$ cat config.mk
export PLATFORM = sky130hd
export DESIGN_NAME = digit_rev_addr_gen
export DESIGN_NICKNAME = d
export VERILOG_FILES = /design/src/rtl/ntt_addr_pkg.sv /design/src/rtl/digit_rev_lane.sv /design/src/rtl/digit_rev_addr_gen.sv
export SDC_FILE = /design/constraint.sdc
export NUM_CORES = 1
export LEC_CHECK = 0
export ABC_AREA = 1
export CAP_MARGIN = 30
export CORE_AREA = 10 10 106 203
export DETAILED_ROUTE_END_ITERATION = 10
export DIE_AREA = 0 0 116 213
export PLACE_DENSITY = 0.87
export SLEW_MARGIN = 10
export SYNTH_ARGS = -nofsm -noshare
export SYNTH_HDL_FRONTEND = slang
export SYNTH_HIERARCHICAL = 1
export SYNTH_SLANG_ARGS = --single-unit
$ cat constraint.sdc
create_clock -name clk -period 5.5 [get_ports clk]
set_clock_uncertainty 0.15 [all_clocks]
set_input_delay 0.825 -clock clk [delete_from_list [all_inputs] [get_ports clk]]
set_output_delay 0.825 -clock clk [all_outputs]
set_load 0.1 [all_outputs]
$ cat src/rtl/ntt_addr_pkg.sv
// Shared types and the index-reversal helper used by the NTT address generators.
// rev_idx works on a fixed wide index so any generator width can reuse it.
package ntt_addr_pkg;

   localparam int IDX_MAX_W = 32;

   typedef enum logic [1:0] {
      REV_NAT  = 2'd0,
      REV_BIT  = 2'd1,
      REV_DIG  = 2'd2,
      REV_RSVD = 2'd3
   } rev_mode_e;

   typedef enum logic [1:0] {
      IDLE,
      RUN,
      FIN
   } gen_state_e;

   // Reverses the low W = l*radix_k bits of idx; the bits above W are returned as 0.
   // Each output bit o picks its source bit: W-1-o for bit reversal, or the same bit
   // position inside the mirrored digit for digit reversal.
   function automatic logic [IDX_MAX_W-1:0] rev_idx(
      input logic [IDX_MAX_W-1:0] idx,
      input int unsigned          l,
      input rev_mode_e            mode,
      input int unsigned          radix_k
   );
      logic [IDX_MAX_W-1:0] res;
      int unsigned          w;
      int unsigned          src;
      res = '0;
      w   = l * radix_k;
      for (int unsigned o = 0; o < IDX_MAX_W; o++) begin
         src = o;
         if (mode == REV_BIT) begin
            src = w - 1 - o;
         end else if (mode == REV_DIG) begin
            src = (l - 1 - o / radix_k) * radix_k + o % radix_k;
         end
         if ((o < w) && (((idx >> src) & IDX_MAX_W'(1)) != '0)) begin
            res = res | (IDX_MAX_W'(1) << o);
         end
      end
      return res;
   endfunction

endpackage

$ cat src/rtl/digit_rev_lane.sv
// One output lane: combinational mapping of a natural index to its natural,
// bit-reversed or digit-reversed counterpart for the given stage count and mode.
module digit_rev_lane
   import ntt_addr_pkg::*;
#(
   parameter int D_WIDTH = 12,
   parameter int RADIX_K = 2
) (
   input  logic [D_WIDTH-1:0] idx,
   input  logic [D_WIDTH-1:0] l,
   input  logic [1:0]         mode,
   output logic [D_WIDTH-1:0] idx_rev
);

   assign idx_rev = D_WIDTH'(rev_idx(IDX_MAX_W'(idx), IDX_MAX_W'(l), rev_mode_e'(mode), RADIX_K));

endmodule

$ cat src/rtl/digit_rev_addr_gen.sv
// Streaming NTT/INTT index generator: emits all 2^(RADIX_K*l) indices of one stage,
// LANES per beat, in natural, bit-reversed or digit-reversed order with valid/ready.
module digit_rev_addr_gen
   import ntt_addr_pkg::*;
#(
   parameter int D_WIDTH = 12,
   parameter int RADIX_K = 2,
   parameter int L_MAX   = 6,
   parameter int LANES   = 2
) (
   input  logic                       clk,
   input  logic                       rst_n,
   input  logic                       start,
   input  logic [D_WIDTH-1:0]         cfg_l,
   input  logic [1:0]                 cfg_mode,
   output logic                       out_valid,
   input  logic                       out_ready,
   output logic [LANES*D_WIDTH-1:0]   out_idx,
   output logic                       out_last,
   output logic                       busy,
   output logic                       done,
   output logic                       cfg_err
);

   localparam int LANES_LOG = $clog2(LANES);

   gen_state_e               state;
   gen_state_e               state_d;
   logic [D_WIDTH-1:0]       cnt;
   logic [D_WIDTH-1:0]       l_q;
   rev_mode_e                mode_q;
   logic [D_WIDTH-1:0]       l_sel;
   logic [1:0]               mode_sel;
   logic [D_WIDTH-1:0]       last_beat;
   logic [LANES*D_WIDTH-1:0] lane_rev;
   logic                     cfg_bad;
   logic                     can_load;
   logic                     is_last;
   logic                     load_beat;
   logic                     latch_cfg;
   logic                     clear_valid;
   logic                     err_d;
   logic                     done_d;

   // The first beat is built from the live cfg inputs in IDLE so it can appear one cycle after start.
   assign l_sel    = (state == IDLE) ? cfg_l : l_q;
   assign mode_sel = (state == IDLE) ? cfg_mode : mode_q;

   assign cfg_bad   = (cfg_l > D_WIDTH'(L_MAX)) || (cfg_mode == 2'd3);
   assign last_beat = D_WIDTH'((1 << (RADIX_K * int'(l_sel) - LANES_LOG)) - 1);
   assign is_last   = (cnt == last_beat);
   assign can_load  = !out_valid || out_ready;

   for (genvar j = 0; j < LANES; j++) begin : g_lane
      logic [D_WIDTH-1:0] lane_idx;
      assign lane_idx = D_WIDTH'(int'(cnt) * LANES + j);

      digit_rev_lane #(
         .D_WIDTH (D_WIDTH),
         .RADIX_K (RADIX_K)
      ) u_lane (
         .idx     (lane_idx),
         .l       (l_sel),
         .mode    (mode_sel),
         .idx_rev (lane_rev[j*D_WIDTH +: D_WIDTH])
      );
   end

   always_ff @(posedge clk or negedge rst_n) begin
      if (!rst_n) begin
         state <= IDLE;
      end else begin
         state <= state_d;
      end
   end

   always_comb begin
      // NOTE: every output of this block gets a default first so no path can infer a latch.
      state_d     = state;
      load_beat   = 1'b0;
      latch_cfg   = 1'b0;
      clear_valid = 1'b0;
      err_d       = 1'b0;
      done_d      = 1'b0;
      case (state)
         IDLE: begin
            if (start) begin
               if (cfg_bad) begin
                  err_d = 1'b1;
               end else if (cfg_l == '0) begin
                  done_d = 1'b1;
               end else begin
                  latch_cfg = 1'b1;
                  load_beat = 1'b1;
                  state_d   = is_last ? FIN : RUN;
               end
            end
         end
         RUN: begin
            if (can_load) begin
               load_beat = 1'b1;
               if (is_last) begin
                  state_d = FIN;
               end
            end
         end
         FIN: begin
            // Only the final beat is outstanding here; retire it and finish.
            if (out_valid && out_ready) begin
               clear_valid = 1'b1;
               done_d      = 1'b1;
               state_d     = IDLE;
            end
         end
         default: state_d = IDLE;
      endcase
   end

   always_ff @(posedge clk or negedge rst_n) begin
      if (!rst_n) begin
         cnt       <= '0;
         l_q       <= '0;
         mode_q    <= REV_NAT;
         out_valid <= 1'b0;
         out_idx   <= '0;
         out_last  <= 1'b0;
         busy      <= 1'b0;
         done      <= 1'b0;
         cfg_err   <= 1'b0;
      end else begin
         // NOTE: non-blocking assignments keep every register update based on pre-edge values.
         cfg_err <= err_d;
         done    <= done_d;

         if (latch_cfg) begin
            l_q    <= cfg_l;
            mode_q <= rev_mode_e'(cfg_mode);
            busy   <= 1'b1;
         end else if (done_d) begin
            busy <= 1'b0;
         end

         if (load_beat) begin
            out_valid <= 1'b1;
            out_idx   <= lane_rev;
            out_last  <= is_last;
            cnt       <= is_last ? '0 : cnt + D_WIDTH'(1);
         end else if (clear_valid) begin
            out_valid <= 1'b0;
            out_last  <= 1'b0;
         end
      end
   end

endmodule

==> qor_table.md, run 1 <==
| Step | Metric | Value |
|:---|:---|:---|
| status | Result of the run | stopped before the end |
| status | Halt Stage | global routing (5_1_grt) |
| status | Error that ended the run | [ERROR GRT-0116] Global routing finished with congestion. Check the congestion regions in the DRC Viewer. |
| cts | Master cell of the clock root buffer | sky130_fd_sc_hd__clkbuf_16 |
| synthesis | Syn Area/Cell | 5.71 um2 |
| grt | Final global-route overflow total | 2 |
| grt | Via count of the first global-routing pass | 14,661 |
| grt | Maximum number of pins on one net before global-route repair | 58 |
| floorplanning | Std-Cell Rows | 70 |
| synthesis | Count of warnings emitted by yosys | 6 |
| synthesis | Register bit total from synthesis | 57 |
| floorplanning | I/O pin total | 47 |
| cts | Number of H-tree levels | 3 |
| synthesis | Leading cell types by total area after synthesis | sky130_fd_sc_hd__nand2_1 21%, sky130_fd_sc_hd__dfrtp_1 13%, sky130_fd_sc_hd__ha_1 9.4% |
| cts | Number of hold-repair buffers added at the cts stage | 0 |
| place | Half-perimeter wire length after placement | 41,000 um |
| synthesis | Area fraction of the dominant cell type after synthesis | 20.9% |
| synthesis | Share of synthesized area occupied by flip-flops and latches | 13.5% |
| place | Count of port buffers added during placement | 46 |
| cts | TritonCTS Sinks | 57 |
| synthesis | Cell variety after synth | 58 |
| grt | Wire length of the first global-routing pass | 87,800 um |
| grt | GRT Util Overall | 46.7% |
| cts | # Post-CTS Setup Buffers | 0 |
| cts | TritonCTS Buffers | 9 |
| floorplanning | Chip Height | 213 um |
| floorplanning | DIE WIDTH | 116 um |
| cts | Number of instances resized during post-cts repair | 0 |
| cts | Maximum root-to-sink buffer count | 2 |
| synthesis | Instance count of the mapped netlist | 1,853 |
| synthesis | Post-synthesis instance area | 0.0106 mm2 |
| synthesis | Largest area contributor in the synthesized netlist | sky130_fd_sc_hd__nand2_1 |
| place | Weighted congestion reported at the end of routability-driven placement | 1.30 |
| floorplanning | Starting Density | 58.0% |
-- synth_stat cells, drive strengths merged --
| cell type | number |
|---|---|
| o21a | 2 |
| nor2 | 262 |
| a211oi | 1 |
| o21ai | 146 |
| clkbuf | 14 |
| nand3 | 186 |
| nor3b | 1 |
| nor4 | 4 |
| a21oi | 54 |
| a31oi | 3 |
| o22ai | 3 |
| o41ai | 1 |
| xnor2 | 3 |
| a22o | 1 |
| inv | 225 |
| a21boi | 2 |
| nand4 | 41 |
| buf | 26 |
| o21bai | 4 |
| mux2i | 1 |
| or2 | 7 |
| nor4b | 1 |
| and3 | 1 |
| and3b | 1 |
| clkinv | 4 |
| nand2 | 643 |
| conb | 4 |
| dfrtp | 57 |
| xor2 | 29 |
| o2111ai | 3 |
| nor3 | 17 |
| nand3b | 13 |
| a31o | 1 |
| o21ba | 2 |
| o2111a | 1 |
| o211ai | 8 |
| ha | 79 |
| and2 | 2 |
-- layer usage --
layer  overflow  global-route usage, %
met3          0                   20.5
met1          0                   38.7
met5          0                  0.664
met4          1                   54.9
met2          1                   74.7
-- cells by family after synthesis --
logic type | Yosys count | share of synthesized area, %
AND/OR/NAND/NOR | 1179 | 51.0
buffers and inverters | 269 | 10.5
AO/OA/AOI/OAI | 232 | 12.8
adder cells (fa/ha/maj) | 79 | 9.35
flip-flops | 57 | 13.5
XOR/XNOR | 32 | 2.65
other | 4 | 0.142
multiplexers | 1 | 0.0947
-- through the flow --
| step | hold WS [ns] | worst slack, ns | std cells | cell area, um2 | utilization [%] |
|---|---|---|---|---|---|
| global placement | 0.303 | 0.230 | 2192 | 11900 | 65.5 |
| floorplan | 0.303 | 0.812 | 1857 | 10600 | - |
| detailed placement | 0.308 | 0.150 | 2193 | 11900 | 65.5 |
| CTS | 0.325 | 0.494 | 2209 | 12200 | 67.2 |
==> run 2: changes to the inputs <==
Settings changed: CORE_AREA 10 10 106 203 to 10 10 174 176, DIE_AREA 0 0 116 213 to 0 0 184 186, PLACE_DENSITY 0.87 to not set, PLACE_DENSITY_LB_ADDON set to 0.15.
==> qor_table.md, run 2 <==
| Step | Metric | Value | vs previous |
|:---|:---|:---|:---|
| cells and area | Largest regs | out_idx (24), cnt (12), l_q (12) |  |
| critical path | CP Launch Type | input pin |  |
| place | Weighted congestion reported at the end of routability-driven placement | 1.04 | -20% |
| synthesis | Compound-cell area share of the yosys netlist | 12.8% | unchanged |
| grt | GRT Util Overall | 24.1% |  |
| synthesis | Cell variety after synth | 58 | unchanged |
| floorplanning | Area inside the core boundary | 0.0267 mm2 |  |
| floorplanning | Chip Height | 186 um | -13% |
| cts | Latest clock arrival within the worst-skew pair | 0.34 ns |  |
| status | Result of the run | finished, final reports clean |  |
| detailed routing | Average via count per standard cell | 5.41 |  |
| critical path | Startpoint-to-endpoint class of the critical path | in2reg |  |
| timing | Final Setup Violations | 0 |  |
| cts | Master cell of the clock root buffer | sky130_fd_sc_hd__clkbuf_16 |  |
| synthesis | Leading cell types by total area after synthesis | sky130_fd_sc_hd__nand2_1 21%, sky130_fd_sc_hd__dfrtp_1 13%, sky130_fd_sc_hd__ha_1 9.4% |  |
| synthesis | Register bit total from synthesis | 57 | unchanged |
| detailed routing | Antenna-violating nets left | 0 |  |
| cells and area | Number of nets in the layout | 2,035 |  |
| timing | Actual slew at the worst max-slew pin | 1.02 ns |  |
| cells and area | Most common cell after layout, fill and taps aside | sky130_fd_sc_hd__nand2_1 |  |
| synthesis | Share of synthesized cell area in full adder, half adder and majority cells | 9.35% | unchanged |
| critical path | Kind of end point of the critical path | flip-flop |  |
| place | Half-perimeter wire length after placement | 34,200 um | -17% |
| cells and area | Share of final-layout standard cells stronger than drive strength 1 | 12.4% |  |
| synthesis | Largest area contributor in the synthesized netlist | sky130_fd_sc_hd__nand2_1 |  |
| critical path | Data arrival time of the critical path | 5.28 ns |  |
| grt | Antenna violations before repair | 0 |  |
| detailed routing | Routed length per instance | 18.1 um |  |
| detailed routing | DRC violation count after routing | 0 |  |
| job | Maxcap violations | 0 |  |
| timing | Total count of hold-check failures in the final report | 0 |  |
| synthesis | Top flip-flop cell by instance count after synthesis | sky130_fd_sc_hd__dfrtp_1 |  |
| cells and area | Antenna Cells | 0 |  |
| floorplanning | Starting Density | 39.6% | -18 points |
| place | Count of port buffers added during placement | 46 | unchanged |
| grt | Final global-route overflow total | 0 |  |
| synthesis | Post-synthesis share of cell area spent on xor and xnor gates | 2.65% | unchanged |
| synthesis | Multiplexer area fraction after synthesis | 0.0947% | unchanged |
| cells and area | Commonest cells after routing, fill and taps aside | 589 x sky130_fd_sc_hd__nand2_1, 216 x sky130_fd_sc_hd__nor2_1, 208 x sky130_fd_sc_hd__inv_1 |  |
| cts | Number of H-tree levels | 3 | unchanged |
| place | Pre-CTS worst setup slack | 0.109 ns | -0.0415 ns |
| timing | RSZ-0062 raised after global routing | no |  |
| power and ir drop | Leakage component of the power | 6.23 nW |  |
| synthesis | Basic-gate share of the synthesized area counting and, or, nand and nor cells | 51.0% | unchanged |
| synthesis | Area fraction of the dominant cell type after synthesis | 20.9% | unchanged |
| floorplanning | Std-Cell Rows | 60 | -14% |
| synthesis | Main combinational cell family by area after synthesis | simple AND/OR/NAND/NOR gates |  |
| critical path | Biggest fanout along the worst timing path | 11 |  |
| synthesis | Instance count of the mapped netlist | 1,853 | unchanged |
| cts | TritonCTS clock tree | yes |  |
| cts | Clk pin slew, worst setup/hold paths | 0.06 ns |  |
| cts | TritonCTS Buffers | 9 | unchanged |
| power and ir drop | Power Dens Cells | 363 mW/mm2 |  |
| synthesis | Most numerous cell in the Yosys netlist | sky130_fd_sc_hd__nand2_1 |  |
| timing | Share of the clock period used by the worst path after layout | 93.7% |  |
| cells and area | Flip-flop count of the largest register, all copies and words added | 24 |  |
| timing | Final Critical Period | 5.15 ns |  |
| timing | Final slew viol count | 0 |  |
| detailed routing | First-pass DRT Iterations | 5 |  |
| cts | Maximum root-to-sink buffer count | 2 | unchanged |
| synthesis | Count of warnings emitted by yosys | 6 | unchanged |
| synthesis | Share of flip-flops with an asynchronous set or reset after synthesis | 100% | unchanged |
| timing | Summed negative setup slack over all endpoints | 0 ns |  |
| timing | Slack of the critical path | 0.348 ns |  |
| power and ir drop | Maximum VDD drop | 0.378 mV |  |
| synthesis | Share of synthesized area occupied by flip-flops and latches | 13.5% | unchanged |
| cells and area | Post-synthesis to final-layout area growth | 13.6% |  |
| cts | Number of hold-repair buffers added at the cts stage | 0 | unchanged |
| synthesis | Syn Area/Cell | 5.71 um2 | unchanged |
| timing | Worst max-slew margin expressed relative to the limit | 32.1% |  |
| detailed routing | Starting DRC count in detailed routing | 1,127 |  |
| cts | TritonCTS Sinks | 57 | unchanged |
| synthesis | Count of flip-flops with a built-in enable after synthesis | 0 | unchanged |
| synthesis | Post-synthesis instance area | 0.0106 mm2 | unchanged |
| grt | Wire length of the first global-routing pass | 65,000 um |  |
| hold path | Path class of the lowest-slack min-delay path | reg2reg |  |
| critical path | Worst EP required | 5.63 ns |  |
| grt | Maximum number of pins on one net before global-route repair | 58 |  |
| floorplanning | DIE WIDTH | 184 um | +59% |
| grt | Via count of the first global-routing pass | 11,594 |  |
| synthesis | Top post-synthesis cells by count | 590 x sky130_fd_sc_hd__nand2_1, 216 x sky130_fd_sc_hd__nor2_1, 208 x sky130_fd_sc_hd__inv_1, 178 x sky130_fd_sc_hd__nand3_1, 121 x sky130_fd_sc_hd__o21ai_0 |  |
| detailed routing | Routed wire length | 41,400 um |  |
| timing | Highest Clock Rate | 0.194 GHz |  |
| floorplanning | I/O pin total | 47 | unchanged |
| detailed routing | Vias after detailed routing | 12,364 |  |
| cells and area | Most flops, register | out_idx |  |
| floorplanning | Die area | 0.0342 mm2 |  |
==> run 2: layout make-up <==
cell class                 instances  area (um2)
fill                            2984       14700
clock buffer                       9         225
tap                              341         427
timing repair buffer             110         936
inverter                         229         860
multi-input combinational       1531        8060
sequential                        57        1430
clock inverter                     7        77.6
==> run 2: power breakdown <==
group          switching [mW]  internal [mW]  leakage (nW)
clock                   0.225          0.354         0.146
sequential              0.122          0.538         0.664
combinational            2.26          0.871          5.42
total                    2.60           1.76          6.23
==> run 2: metrics by stage <==
step	util (%)	instances	cell area [um2]	total power, mW	hold WS (ns)
after CTS	44.9	2284	12000	4.34	0.322
after global routing	44.9	2284	12000	4.70	0.346
after global placement	43.8	2268	11700	3.75	0.302
final	44.9	2284	12000	4.37	0.316
after floorplan	-	1857	10600	2.84	0.303
after detailed placement	43.8	2268	11700	3.74	0.307
==> run 2: kinds of logic after synthesis <==
kind of cell,Yosys count
simple gates,1179
buf+inv,269
compound gates,232
fa+ha+maj,79
flops,57
xor+xnor,32
other cells,4
mux,1
==> run 2: repair_timing <==
| action | CTS | global route |
|---|---|---|
| setup buffers | 0 | 0 |
| endpoints found under the setup margin | 0 | 1 |
| gates resized for setup | 0 | 2 |
==> run 2: routing by layer <==
metal  GRT usage, %  wire (um)  vias up
li1               -          -     6146
met4           10.7       1970        0
met1           30.7      18300     5745
met5              0          0        -
met3           2.89       2040       88
met2           40.2      19100      385
==> run 2: critical path: stages <==
cell                              delay (ns)
sky130_fd_sc_hd__clkdlybuf4s50_1        0.45
sky130_fd_sc_hd__inv_1                  0.09
sky130_fd_sc_hd__nand2_1                0.06
sky130_fd_sc_hd__nand2_2                0.19
sky130_fd_sc_hd__inv_2                  0.10
sky130_fd_sc_hd__inv_2                  0.06
sky130_fd_sc_hd__ha_1                   0.33
sky130_fd_sc_hd__inv_1                  0.11
sky130_fd_sc_hd__nand2_1                0.09
sky130_fd_sc_hd__nand2_2                0.07
sky130_fd_sc_hd__buf_4                  0.19
sky130_fd_sc_hd__ha_1                   0.22
sky130_fd_sc_hd__a21oi_1                0.20
sky130_fd_sc_hd__inv_1                  0.10
sky130_fd_sc_hd__nor2_1                 0.23
sky130_fd_sc_hd__nand2_1                0.10
sky130_fd_sc_hd__ha_1                   0.27
sky130_fd_sc_hd__o21ai_0                0.44
sky130_fd_sc_hd__nand3_1                0.15
sky130_fd_sc_hd__a211oi_1               0.25
sky130_fd_sc_hd__nand3_1                0.12
sky130_fd_sc_hd__nor2_1                 0.13
sky130_fd_sc_hd__nand3b_1               0.09
sky130_fd_sc_hd__nor2_1                 0.22
sky130_fd_sc_hd__nand2_1                0.11
sky130_fd_sc_hd__nand2_1                0.08
==> run 2: worst paths after layout <==
| check | start | to | slack, ns | cells past startpoint |
|---|---|---|---|---|
| hold / removal | out_idx[19] | out_idx[19] | 0.32 | 2 |
| max in group asynchronous | rst_n | out_idx[22] | 4.22 | 2 |
| min in group asynchronous | rst_n | cnt[10] | 0.48 | 2 |
| hold reg to reg | out_idx[19] | out_idx[19] | 0.32 | 2 |
| setup reg to reg | state[0] | out_idx[11] | 0.52 | 25 |
| setup / recovery | cfg_l[0] | out_idx[11] | 0.35 | 26 |
(Power assumes the default switching activity.)
